## src/rtl/fifo_frame_builder.sv

```systemverilog
// Frame builder: drains a first-word-fall-through FIFO into header / payload / footer
// frames and presents them on a registered valid/ready stream.
module fifo_frame_builder #(
    parameter int          DATA_WIDTH = 16,
    parameter int          FRAME_LEN  = 8,
    parameter int          TIMEOUT    = 64,
    parameter logic [7:0]  CHANNEL_ID = 8'd0
) (
    input  logic                  CLK,
    input  logic                  RESET,
    input  logic                  EN,
    input  logic [DATA_WIDTH-1:0] FIFO_DOUT,
    input  logic                  FIFO_EMPTY,
    output logic                  FIFO_RE,
    output logic [DATA_WIDTH-1:0] M_TDATA,
    output logic                  M_TVALID,
    output logic                  M_TLAST,
    input  logic                  M_TREADY,
    output logic                  BUSY
);

    localparam int PCNT_W = $clog2(FRAME_LEN + 1);
    localparam int TCNT_W = (TIMEOUT > 0) ? $clog2(TIMEOUT + 1) : 1;

    typedef enum logic [1:0] {
        ST_IDLE    = 2'd0,
        ST_PAYLOAD = 2'd1,
        ST_FOOTER  = 2'd2
    } state_t;

    function automatic logic [DATA_WIDTH-1:0] header_word();
        logic [DATA_WIDTH-1:0] w;
        w        = '0;
        w[15:12] = 4'hA;
        w[7:0]   = CHANNEL_ID;
        return w;
    endfunction

    function automatic logic [DATA_WIDTH-1:0] footer_word(input logic trunc, input logic [7:0] seq);
        logic [DATA_WIDTH-1:0] w;
        w        = '0;
        w[15:12] = 4'h5;
        w[11]    = trunc;
        w[7:0]   = seq;
        return w;
    endfunction

    state_t                state_r, state_s;
    logic [7:0]            seq_r, seq_s;
    logic [PCNT_W-1:0]     pcnt_r, pcnt_s;
    logic [TCNT_W-1:0]     tcnt_r, tcnt_s;
    logic                  trunc_r, trunc_s;
    logic [DATA_WIDTH-1:0] tdata_r, tdata_s;
    logic                  tvalid_r, tvalid_s;
    logic                  tlast_r, tlast_s;
    logic                  load_en_s;
    logic                  re_s;

    // Next-state, output-register load and FIFO pop decision.
    always_comb begin
        state_s   = state_r;
        seq_s     = seq_r;
        pcnt_s    = pcnt_r;
        tcnt_s    = tcnt_r;
        trunc_s   = trunc_r;
        tdata_s   = tdata_r;
        tvalid_s  = tvalid_r;
        tlast_s   = tlast_r;
        re_s      = 1'b0;
        load_en_s = !tvalid_r || M_TREADY;

        // An open output slot with nothing new to put in it drops valid.
        if (load_en_s) begin
            tvalid_s = 1'b0;
            tlast_s  = 1'b0;
        end else begin
            tvalid_s = tvalid_r;
            tlast_s  = tlast_r;
        end

        case (state_r)
            ST_IDLE: begin
                if (EN && !FIFO_EMPTY && load_en_s) begin
                    tdata_s  = header_word();
                    tvalid_s = 1'b1;
                    tlast_s  = 1'b0;
                    pcnt_s   = '0;
                    tcnt_s   = '0;
                    state_s  = ST_PAYLOAD;
                end else begin
                    state_s = ST_IDLE;
                end
            end
            ST_PAYLOAD: begin
                if (!FIFO_EMPTY && load_en_s) begin
                    re_s     = 1'b1;
                    tdata_s  = FIFO_DOUT;
                    tvalid_s = 1'b1;
                    tlast_s  = 1'b0;
                    pcnt_s   = pcnt_r + {{(PCNT_W-1){1'b0}}, 1'b1};
                    tcnt_s   = '0;
                    if (pcnt_r == PCNT_W'(FRAME_LEN - 1)) begin
                        trunc_s = 1'b0;
                        state_s = ST_FOOTER;
                    end else begin
                        state_s = ST_PAYLOAD;
                    end
                end else if (FIFO_EMPTY) begin
                    // Dry cycles count even while the output is stalled.
                    if (TIMEOUT > 0) begin
                        tcnt_s = tcnt_r + {{(TCNT_W-1){1'b0}}, 1'b1};
                        if (tcnt_r == TCNT_W'(TIMEOUT - 1)) begin
                            trunc_s = 1'b1;
                            state_s = ST_FOOTER;
                        end else begin
                            state_s = ST_PAYLOAD;
                        end
                    end else begin
                        tcnt_s = tcnt_r;
                    end
                end else begin
                    tcnt_s = tcnt_r;
                end
            end
            ST_FOOTER: begin
                if (load_en_s) begin
                    tdata_s  = footer_word(trunc_r, seq_r);
                    tvalid_s = 1'b1;
                    tlast_s  = 1'b1;
                    seq_s    = seq_r + 8'd1;
                    state_s  = ST_IDLE;
                end else begin
                    state_s = ST_FOOTER;
                end
            end
            default: begin
                state_s  = ST_IDLE;
                tvalid_s = 1'b0;
                tlast_s  = 1'b0;
            end
        endcase
    end

    // State, counters and stream output register with synchronous active-low reset.
    always_ff @(posedge CLK) begin
        if (!RESET) begin
            state_r  <= ST_IDLE;
            seq_r    <= 8'd0;
            pcnt_r   <= '0;
            tcnt_r   <= '0;
            trunc_r  <= 1'b0;
            tdata_r  <= '0;
            tvalid_r <= 1'b0;
            tlast_r  <= 1'b0;
        end else begin
            state_r  <= state_s;
            seq_r    <= seq_s;
            pcnt_r   <= pcnt_s;
            tcnt_r   <= tcnt_s;
            trunc_r  <= trunc_s;
            tdata_r  <= tdata_s;
            tvalid_r <= tvalid_s;
            tlast_r  <= tlast_s;
        end
    end

    // The pop strobe is masked during reset so an aborted frame never consumes a word.
    assign FIFO_RE  = re_s && RESET;
    assign BUSY     = RESET && (state_r != ST_IDLE);
    assign M_TDATA  = tdata_r;
    assign M_TVALID = tvalid_r;
    assign M_TLAST  = tlast_r;

endmodule
```

## config.mk

```make
export PLATFORM = sky130hd
export DESIGN_NAME = fifo_frame_builder
export DESIGN_NICKNAME = d
export VERILOG_FILES = /design/src/rtl/fifo_frame_builder.sv
export SDC_FILE = /design/constraint.sdc
export NUM_CORES = 1
export LEC_CHECK = 0
export BUFFER_PORTS_ARGS = -buffer_cell sky130_fd_sc_hd__buf_2
export CORE_MARGIN = 3
export CORE_UTILIZATION = 30
export CTS_CLUSTER_DIAMETER = 150
export DETAILED_ROUTE_END_ITERATION = 8
export PLACE_DENSITY_LB_ADDON = 0.2
export RECOVER_POWER = 25
export SETUP_SLACK_MARGIN = 0.15
export SYNTH_ARGS = -nofsm -noshare
export SYNTH_HDL_FRONTEND = slang
export SYNTH_SLANG_ARGS = --single-unit
```

## constraint.sdc

```tcl
create_clock -name CLK -period 4.25 [get_ports CLK]
set_input_delay 0.85 -clock CLK [delete_from_list [all_inputs] [get_ports CLK]]
set_output_delay 0.85 -clock CLK [all_outputs]
set_load 0.005 [all_outputs]
```

Word-level counts from Yosys, hierarchy flattened
Index checks and enable logic that the tools add are counted.

storage, ports and cells
  flip-flop bits (word level) = 40
  latch bits = 0
  bits in writable memories = 0
  memory bits (read-only) = 0
  word-level logic and storage cells = 73
  memories kept = 0

cells by class
  add/sub/neg operators = 3
  multipliers = 0
  divide/modulo/power cells = 0
  magnitude comparators = 0
  equal/unequal tests = 9
  shift-type cells = 0
  muxes and demuxes = 34
  bitwise operators = 0
  reductions and logical operators = 19

operators by type and width
  operator               number
  $mux W16               3
  $pmux W16 S3           1
  $mux W7                3
  $mux W1                15
  $pmux W7 S2            1
  $mux W2                5
  $add A8 B1 Y8 const B  1
  $mux W4                2
  $pmux W4 S2            1
  $reduce_and A4 Y1      2
  $reduce_bool A2 Y1     4
  $add A7 B1 Y7 const B  1
  $eq A7 B6 Y1 const B   1
  $ne A2 B2 Y1 const B   3
  $pmux W1 S3            2
  $pmux W2 S3            1
  $reduce_and A3 Y1      2
  $logic_and A1 B1 Y1    5
  $add A4 B1 Y4 const B  1
  $eq A4 B3 Y1 const B   1
  $ne A3 B3 Y1 const B   1
  $reduce_bool A3 Y1     1
  $eq A2 B1 Y1 const B   1
  $eq A2 B2 Y1 const B   1
  5 further kinds        6

Logic depth before layout (Yosys ltp)
Gate-level depths: netlist of run 1.

  depth after elaboration = 6
  mapped depth = 9

Worst setup path before layout of run 1
OpenSTA, ideal clock, no wires.

  path kind = input to output
  start point = in RESET
  end point = out BUSY
  data arrival time = 1519 ps
  data required time = 3400 ps
  path slack = 1881 ps
  stages = 3
  path through = clkbuf_1 clkbuf_1 nor2b_1

on the way
  word-level cells in the longest chain between the ends = 1

RTL lines
  item                 line  text
  start: declaration   10    input logic RESET,
  $logic_and A1 B1 Y1  169   assign BUSY = RESET && (state_r != ST_IDLE);
  end: declaration     19    output logic BUSY

No other way between the ends.

Worst setup path after layout of run 1
  start point = in M_TREADY
  end point = out FIFO_RE

on the way
  word-level cells in the longest chain between the ends = 5

RTL lines
  item                 line  text
  start: declaration   18    input logic M_TREADY,
  $logic_or A1 B1 Y1   70    load_en_s = !tvalid_r || M_TREADY;
  $logic_and A1 B1 Y1  95    if (!FIFO_EMPTY && load_en_s) begin
  $mux W1              95
  $mux W1              81    case (state_r)
  $logic_and A1 B1 Y1  168   assign FIFO_RE = re_s && RESET;
  end: declaration     14    output logic FIFO_RE,

No other way between the ends.

==> results.yml, run 1 <==
floorplan:
  die_y_um: 90.94
  fp.dieW_um: 90.94
  dieArea_um2: 8270
  core-area_um2: 6907
  rows: 30
  initial_utilization: 0.3134
  ioPinCount: 41
yosys:
  synth_adder_area_share: 0.04046
  synth_area_leaders: "dfxtp_1 37%, mux2i_1 9.7%, nand2_1 8.7%"
  yosysMostFrequentCell: "nand2_1"
  synth_top_cell_by_area: "dfxtp_1"
  synth_area_um2: 2165
  synthSimpleGateAreaFrac: 0.2590
  ys_ff_latch: 40
  synth_top_family_by_area: "simple AND/OR/NAND/NOR gates"
  ys_warn_count: 0
  syn_nets: 284
  muxShareOfSynthArea: 0.09711
  synth_flop_cell: "dfxtp_1"
  synthArstFlopShare: 0
  avgSynthCellArea_um2: 8.455
  synth_compound_area_frac: 0.1532
  synth_cell_types: 40
  seq_area_frac_synth: 0.3699
  synth_cells: 256
  synthTopCellsByCount: "50 x nand2_1, 40 x dfxtp_1, 21 x mux2i_1"
  yosysTopAreaCellShare: 0.3699
  synth-edff-count: 0
  synth_xor_xnor_area_share: 0.02428
worst_hold_path:
  min_path_type: "reg2reg"
  hold_end: "M_TDATA[15]"
  hold_path_startpoint: "M_TDATA[15]"
  min_path_cells: 2
setup_path:
  arrival_ns: 1.69
  worstReg2RegStart: "state_r[0]"
  endpoint_kind: "output port"
  critPathTopFamily: "simple AND/OR/NAND/NOR gates"
  r2r_cells: 4
  cp_slowest_stage_delay_ns: 0.29
  crit_path_start_kind: "primary input"
  critPathBufInv: 2
  cp_max_fo: 12
  slowest_stage: "nand2b_2"
  r2r_end: "M_TDATA[10]"
  critPathKind: "in2out"
  critical_path_required_ns: 3.40
  crit_top_cell: "buf_2"
  r2r_setup_slack_ns: 1.97
  cp_cell_sequence: "buf_2, nand2b_2, nand2_1, nor2_1, buf_2"
layout:
  finalNonFillerCells: 385
  num-fill-cells: 783
  insertedDiodeCount: 0
  syn_to_final_growth_pct: 16.18
  finalCoreUtilization: 0.3641
  seq_area_um2: 800.8
  drive_above_1_share: 0.1834
  multi_input_area_um2: 1242
  final_nets: 316
sta:
  slew_headroom: 0.4504
  finalCriticalPeriod_ns: 2.543
  worst_slack_ns: 1.707
  timing.final.crit_share: 0.5982
  slew_viol_final: 0
  hold_violations: 0
  fin_skew_ns: 0.009479
  tightest_slew_ns: 0.8242
  finalSetupViolations: 0
  rsz0062_at_grt: "false"
  clock.fmax_ghz: 0.3933
  fin_tns_setup_ns: 0
route:
  routed_wirelength_um: 5247
  drtPass1Iterations: 4
  drc: 0
  viasPerCell: 4.852
  routed-via-count: 1868
  wl_per_cell_um: 13.63
  first_iter_violations: 85
  final_antenna_net_count: 0
clock_tree:
  insertion_delay_ns: 0.30
  cts_sinks: 40
  cts_tree: "built"
  post-cts-setup-buffers: 0
  clock-root-buffer: "clkbuf_8"
  cts_made_buffers: 5
  hold_buffers: 0
  clkTransAtPathRegs_ns: 0.09
  cts_buffer_depth: 2
  cts_resized: 0
  htreeDepth: 2
place:
  dp.cells: 377
  pre_cts_slack_ns: 1.662
  post-dp-hpwl_um: 3693
  port_buffers: 40
  gp_congestion: 0.7840
global_routing:
  overflow: 0
  grt_antenna_before_repair: 0
  grtUsageTotal: 0.1325
  grt_pass1_vias: 1751
  grt_pass1_wl_um: 8901
  grt_max_degree: 47
power:
  power.leakage_nw: 1.031
  power.density_nw_per_um2: 323.6
  vdd_ir_drop_max_uv: 106.3
job:
  cap_violations: 0
status:
  status: "complete, no violations"
## kinds of logic (layout without fill, tap and decap cells)
logic type | count (synthesis) | after routing
adders and majority gates | 7 | 7
and+or+nand+nor | 113 | 113
xor gates and xnor gates | 6 | 6
AOI/OAI and AO/OA | 47 | 47
muxes | 21 | 21
buffers and inverters | 22 | 55
DFF | 40 | 40
## registers in the layout, indices dropped and copies added, names as in the netlist
register / flops
state_r: 2
M_TLAST: 1
pcnt_r: 4
M_TVALID: 1
trunc_r: 1
M_TDATA: 16
seq_r: 8
tcnt_r: 7
## area by class of cell
| class | instances | area share |
|---|---|---|
| Timing Repair Buffer | 43 | 0.08557 |
| Multi-Input combinational cell | 194 | 0.4940 |
| Inverter | 4 | 0.005970 |
| Tap cell | 96 | 0.04776 |
| Clock inverter | 2 | 0.01542 |
| Clock buffer | 6 | 0.03284 |
| Sequential cell | 40 | 0.3184 |
## worst max-delay path by stage
stage / from / to / cells past startpoint
final: M_TREADY / FIFO_RE / 5
after global routing: M_TREADY / FIFO_RE / 5
after CTS: M_TREADY / FIFO_RE / 5
after detailed placement: M_TREADY / M_TDATA[7] / 5
after global placement: M_TREADY / M_TDATA[4] / 5
after floorplan: RESET / BUSY / 3
## metal layers
layer | wire length, um | vias up | track usage
li1 | - | 966 | -
met1 | 2666 | 849 | 0.1913
met2 | 2214 | 47 | 0.1919
met3 | 288 | 6 | 0.03148
met4 | 78 | 0 | 0.04523
met5 | 0 | - | 0
## layout by cell type, fill, tap and decap left out, types with 5 or more instances in the layout
cell      instances
nor3_1            6
o21ai_0          12
and2_1            6
dfxtp_1          40
a21boi_0          5
nand3_1          12
nand2_1          50
nor2_1            8
clkbuf_1          6
buf_2            34
a22o_1            9
clkbuf_8          6
ha_1              7
nor2b_1           5
nand4_1           6
mux2i_1          21
## worst reg2reg max path, stage by stage, from the launching register on
cell and delay [ns]:
dfxtp_1 0.35, inv_1 0.10, ha_1 0.67, a221o_1 0.84
mux2i_1 0.26
## through the flow
stage / total power, W / area [um2] / hold slack, ns
after floorplan: 0.0004649 / 2165 / 0.4320
after global placement: 0.0004873 / 2401 / 0.4444
after detailed placement: 0.0004870 / 2401 / 0.4445
after CTS: 0.0008265 / 2522 / 0.4620
after global routing: 0.0008499 / 2515 / 0.4799
final: 0.0008139 / 2515 / 0.4563
## power by group
group	switching, W	leakage [nW]	internal (W)
sequential	0.00000365	0.323	0.000380
combinational	0.0000561	0.647	0.0000377
clock	0.000144	0.0614	0.000192
total	0.000204	1.03	0.000610
Note: power is estimated with default switching activity, not from simulation.
==> inputs of run 2 (changes only) <==
clock period = 2.19 ns   (was 4.25 ns; I/O delays follow)
==> run 2 against run 1 <==
  * Sequential power rose by 94%
  * Non-clock buffer count rose by 4
  * Global-route usage fell by 0.61 points
  * Setup slack got worse by 1.4 ns
  * Final cell count rose by 1.0%
  * Count of clock-buffer cells in the layout fell by 1
  * Via count fell by 1.1%
  * Sequential share of layout area fell by 0.33 points
  * Flip-flop and latch count did not move
  * Die area did not move
  * Routed wire length fell by 3.3%
  * Worst hold slack got worse by 0.044 ns
  * Critical path type is now reg2out
  * Largest cell class unchanged
==> results.yml, run 2 (synthesized netlist as in run 1, its figures left out) <==
status:
  status: "complete, no violations"
setup_path:
  critPathKind: "reg2out"
  cp_cell_sequence: "inv_1, ha_2, nand2_1, nor2_1, buf_2"
  worstReg2RegStart: "state_r[0]"
  crit_path_start_kind: "flip-flop"
  r2r_end: "M_TDATA[7]"
  critical_path_required_ns: 1.75
  r2r_setup_slack_ns: 0.32
  cp_slowest_stage_delay_ns: 0.36
  r2r_cells: 7
  endpoint_kind: "output port"
  arrival_ns: 1.48
  cp_max_fo: 15
  slowest_stage: "ha_2"
sta:
  timing.final.crit_share: 0.8771
  rsz0062_at_grt: "false"
  tightest_slew_ns: 0.4469
  fin_skew_ns: 0.005914
  fin_tns_setup_ns: 0
  slew_viol_final: 0
  slew_headroom: 0.6996
  clock.fmax_ghz: 0.5206
  finalSetupViolations: 0
  finalCriticalPeriod_ns: 1.921
  hold_violations: 0
clock_tree:
  cts_tree: "built"
  insertion_delay_ns: 0.30
  clkTransAtPathRegs_ns: 0.09
  cts_made_buffers: 5
  clock-root-buffer: "clkbuf_8"
  htreeDepth: 2
  cts_sinks: 40
  post-cts-setup-buffers: 0
  cts_buffer_depth: 2
floorplan:
  initial_utilization: 0.3134
  die_y_um: 90.94
  fp.dieW_um: 90.94
  core-area_um2: 6907
  rows: 30
  dieArea_um2: 8270
  ioPinCount: 41
global_routing:
  grt_pass1_vias: 1750
  grt_pass1_wl_um: 8514
  overflow: 0
  grtUsageTotal: 0.1264
  grt_antenna_before_repair: 0
  grt_max_degree: 28
layout:
  finalCoreUtilization: 0.3679
  syn_to_final_growth_pct: 17.40
  largest_register_ff_count: 16
  final_common_cell: "nand2_1"
  drive_above_1_share: 0.1980
  final_nets: 320
  design_area_um2: 2541
  insertedDiodeCount: 0
  final_cell_mix: "50 x nand2_1, 40 x dfxtp_1, 34 x buf_2"
place:
  gp_congestion: 0.7449
  place_area_um2: 2431
  port_buffers: 40
  post-dp-hpwl_um: 3701
route:
  final_antenna_net_count: 0
  drtPass1Iterations: 4
  drc: 0
  routed-via-count: 1847
  viasPerCell: 4.748
  wl_per_cell_um: 13.04
  routed_wirelength_um: 5074
  first_iter_violations: 137
worst_hold_path:
  min_path_cells: 3
  hold_end: "M_TDATA[8]"
  hold_path_startpoint: "FIFO_DOUT[8]"
  min_path_type: "in2reg"
power:
  vdd_ir_drop_max_uv: 222.1
  power.leakage_nw: 1.044
  total_power_w: 0.001566
  power.density_nw_per_um2: 616.4
job:
  cap_violations: 0
==> run 2: changes by cell type in the layout (fill, tap and decap cells not counted), sizes merged <==
cell	delta
buf	+4
clkinvlp	+1
clkinv	-1
clkbuf	-1
inv	+1
==> run 2: what timing repair did <==
| item | CTS | global route |
|---|---|---|
| hold buffers | 0 | 0 |
| endpoints found under the setup margin | 1 | 0 |
| gates resized for setup | 1 | 0 |
==> run 2: critical path: cells and delay by family (launching register included) <==
family | cells | cell delay (ns)
adder cells (fa/ha/maj) | 1 | 0.36
flip-flops | 1 | 0.35
AND/OR/NAND/NOR | 2 | 0.25
buffers and inverters | 2 | 0.23
==> run 2: worst max path at each step <==
| stage | from | to | slack, ns | cells past startpoint |
|---|---|---|---|---|
| final | state_r[1] | FIFO_RE | 0.27 | 5 |
| after global routing | state_r[0] | FIFO_RE | 0.16 | 4 |
| after global placement | state_r[1] | M_TDATA[7] | 0.31 | 7 |
| after detailed placement | state_r[1] | M_TDATA[13] | 0.23 | 7 |
| after floorplan | state_r[0] | M_TDATA[10] | 0.51 | 9 |
| after CTS | state_r[1] | FIFO_RE | 0.29 | 5 |
==> run 2: cell type report <==
class / count / area [um2]
Clock inverter: 3 / 46.29
Timing Repair Buffer: 47 / 245.2
Clock buffer: 5 / 68.82
Inverter: 4 / 15.01
Sequential cell: 40 / 800.8
Tap cell: 96 / 120.1
Fill cell: 752 / 4365
Multi-Input combinational cell: 194 / 1245
==> run 2: power breakdown <==
part / internal [W] / switching [W] / total [W]
sequential: 0.000737 / 0.00000668 / 0.000744
clock: 0.000344 / 0.000294 / 0.000637
combinational: 0.0000778 / 0.000107 / 0.000185
==> run 2: routing by layer <==
metal | track usage | wire length [um] | vias up
met5 | 0 | 0 | -
met4 | 0.03769 | 51 | 0
met3 | 0.03645 | 259 | 4
met2 | 0.1833 | 2157 | 41
met1 | 0.1805 | 2606 | 823
li1 | - | - | 979
==> run 2: metrics by stage <==
step	cells	hold WS [ns]	setup WS, ns
floorplan	256	0.4320	0.5086
global placement	381	0.4435	0.3127
detailed placement	381	0.4462	0.2302
CTS	389	0.4017	0.2875
global route	389	0.4193	0.1573
finish	389	0.4120	0.2691
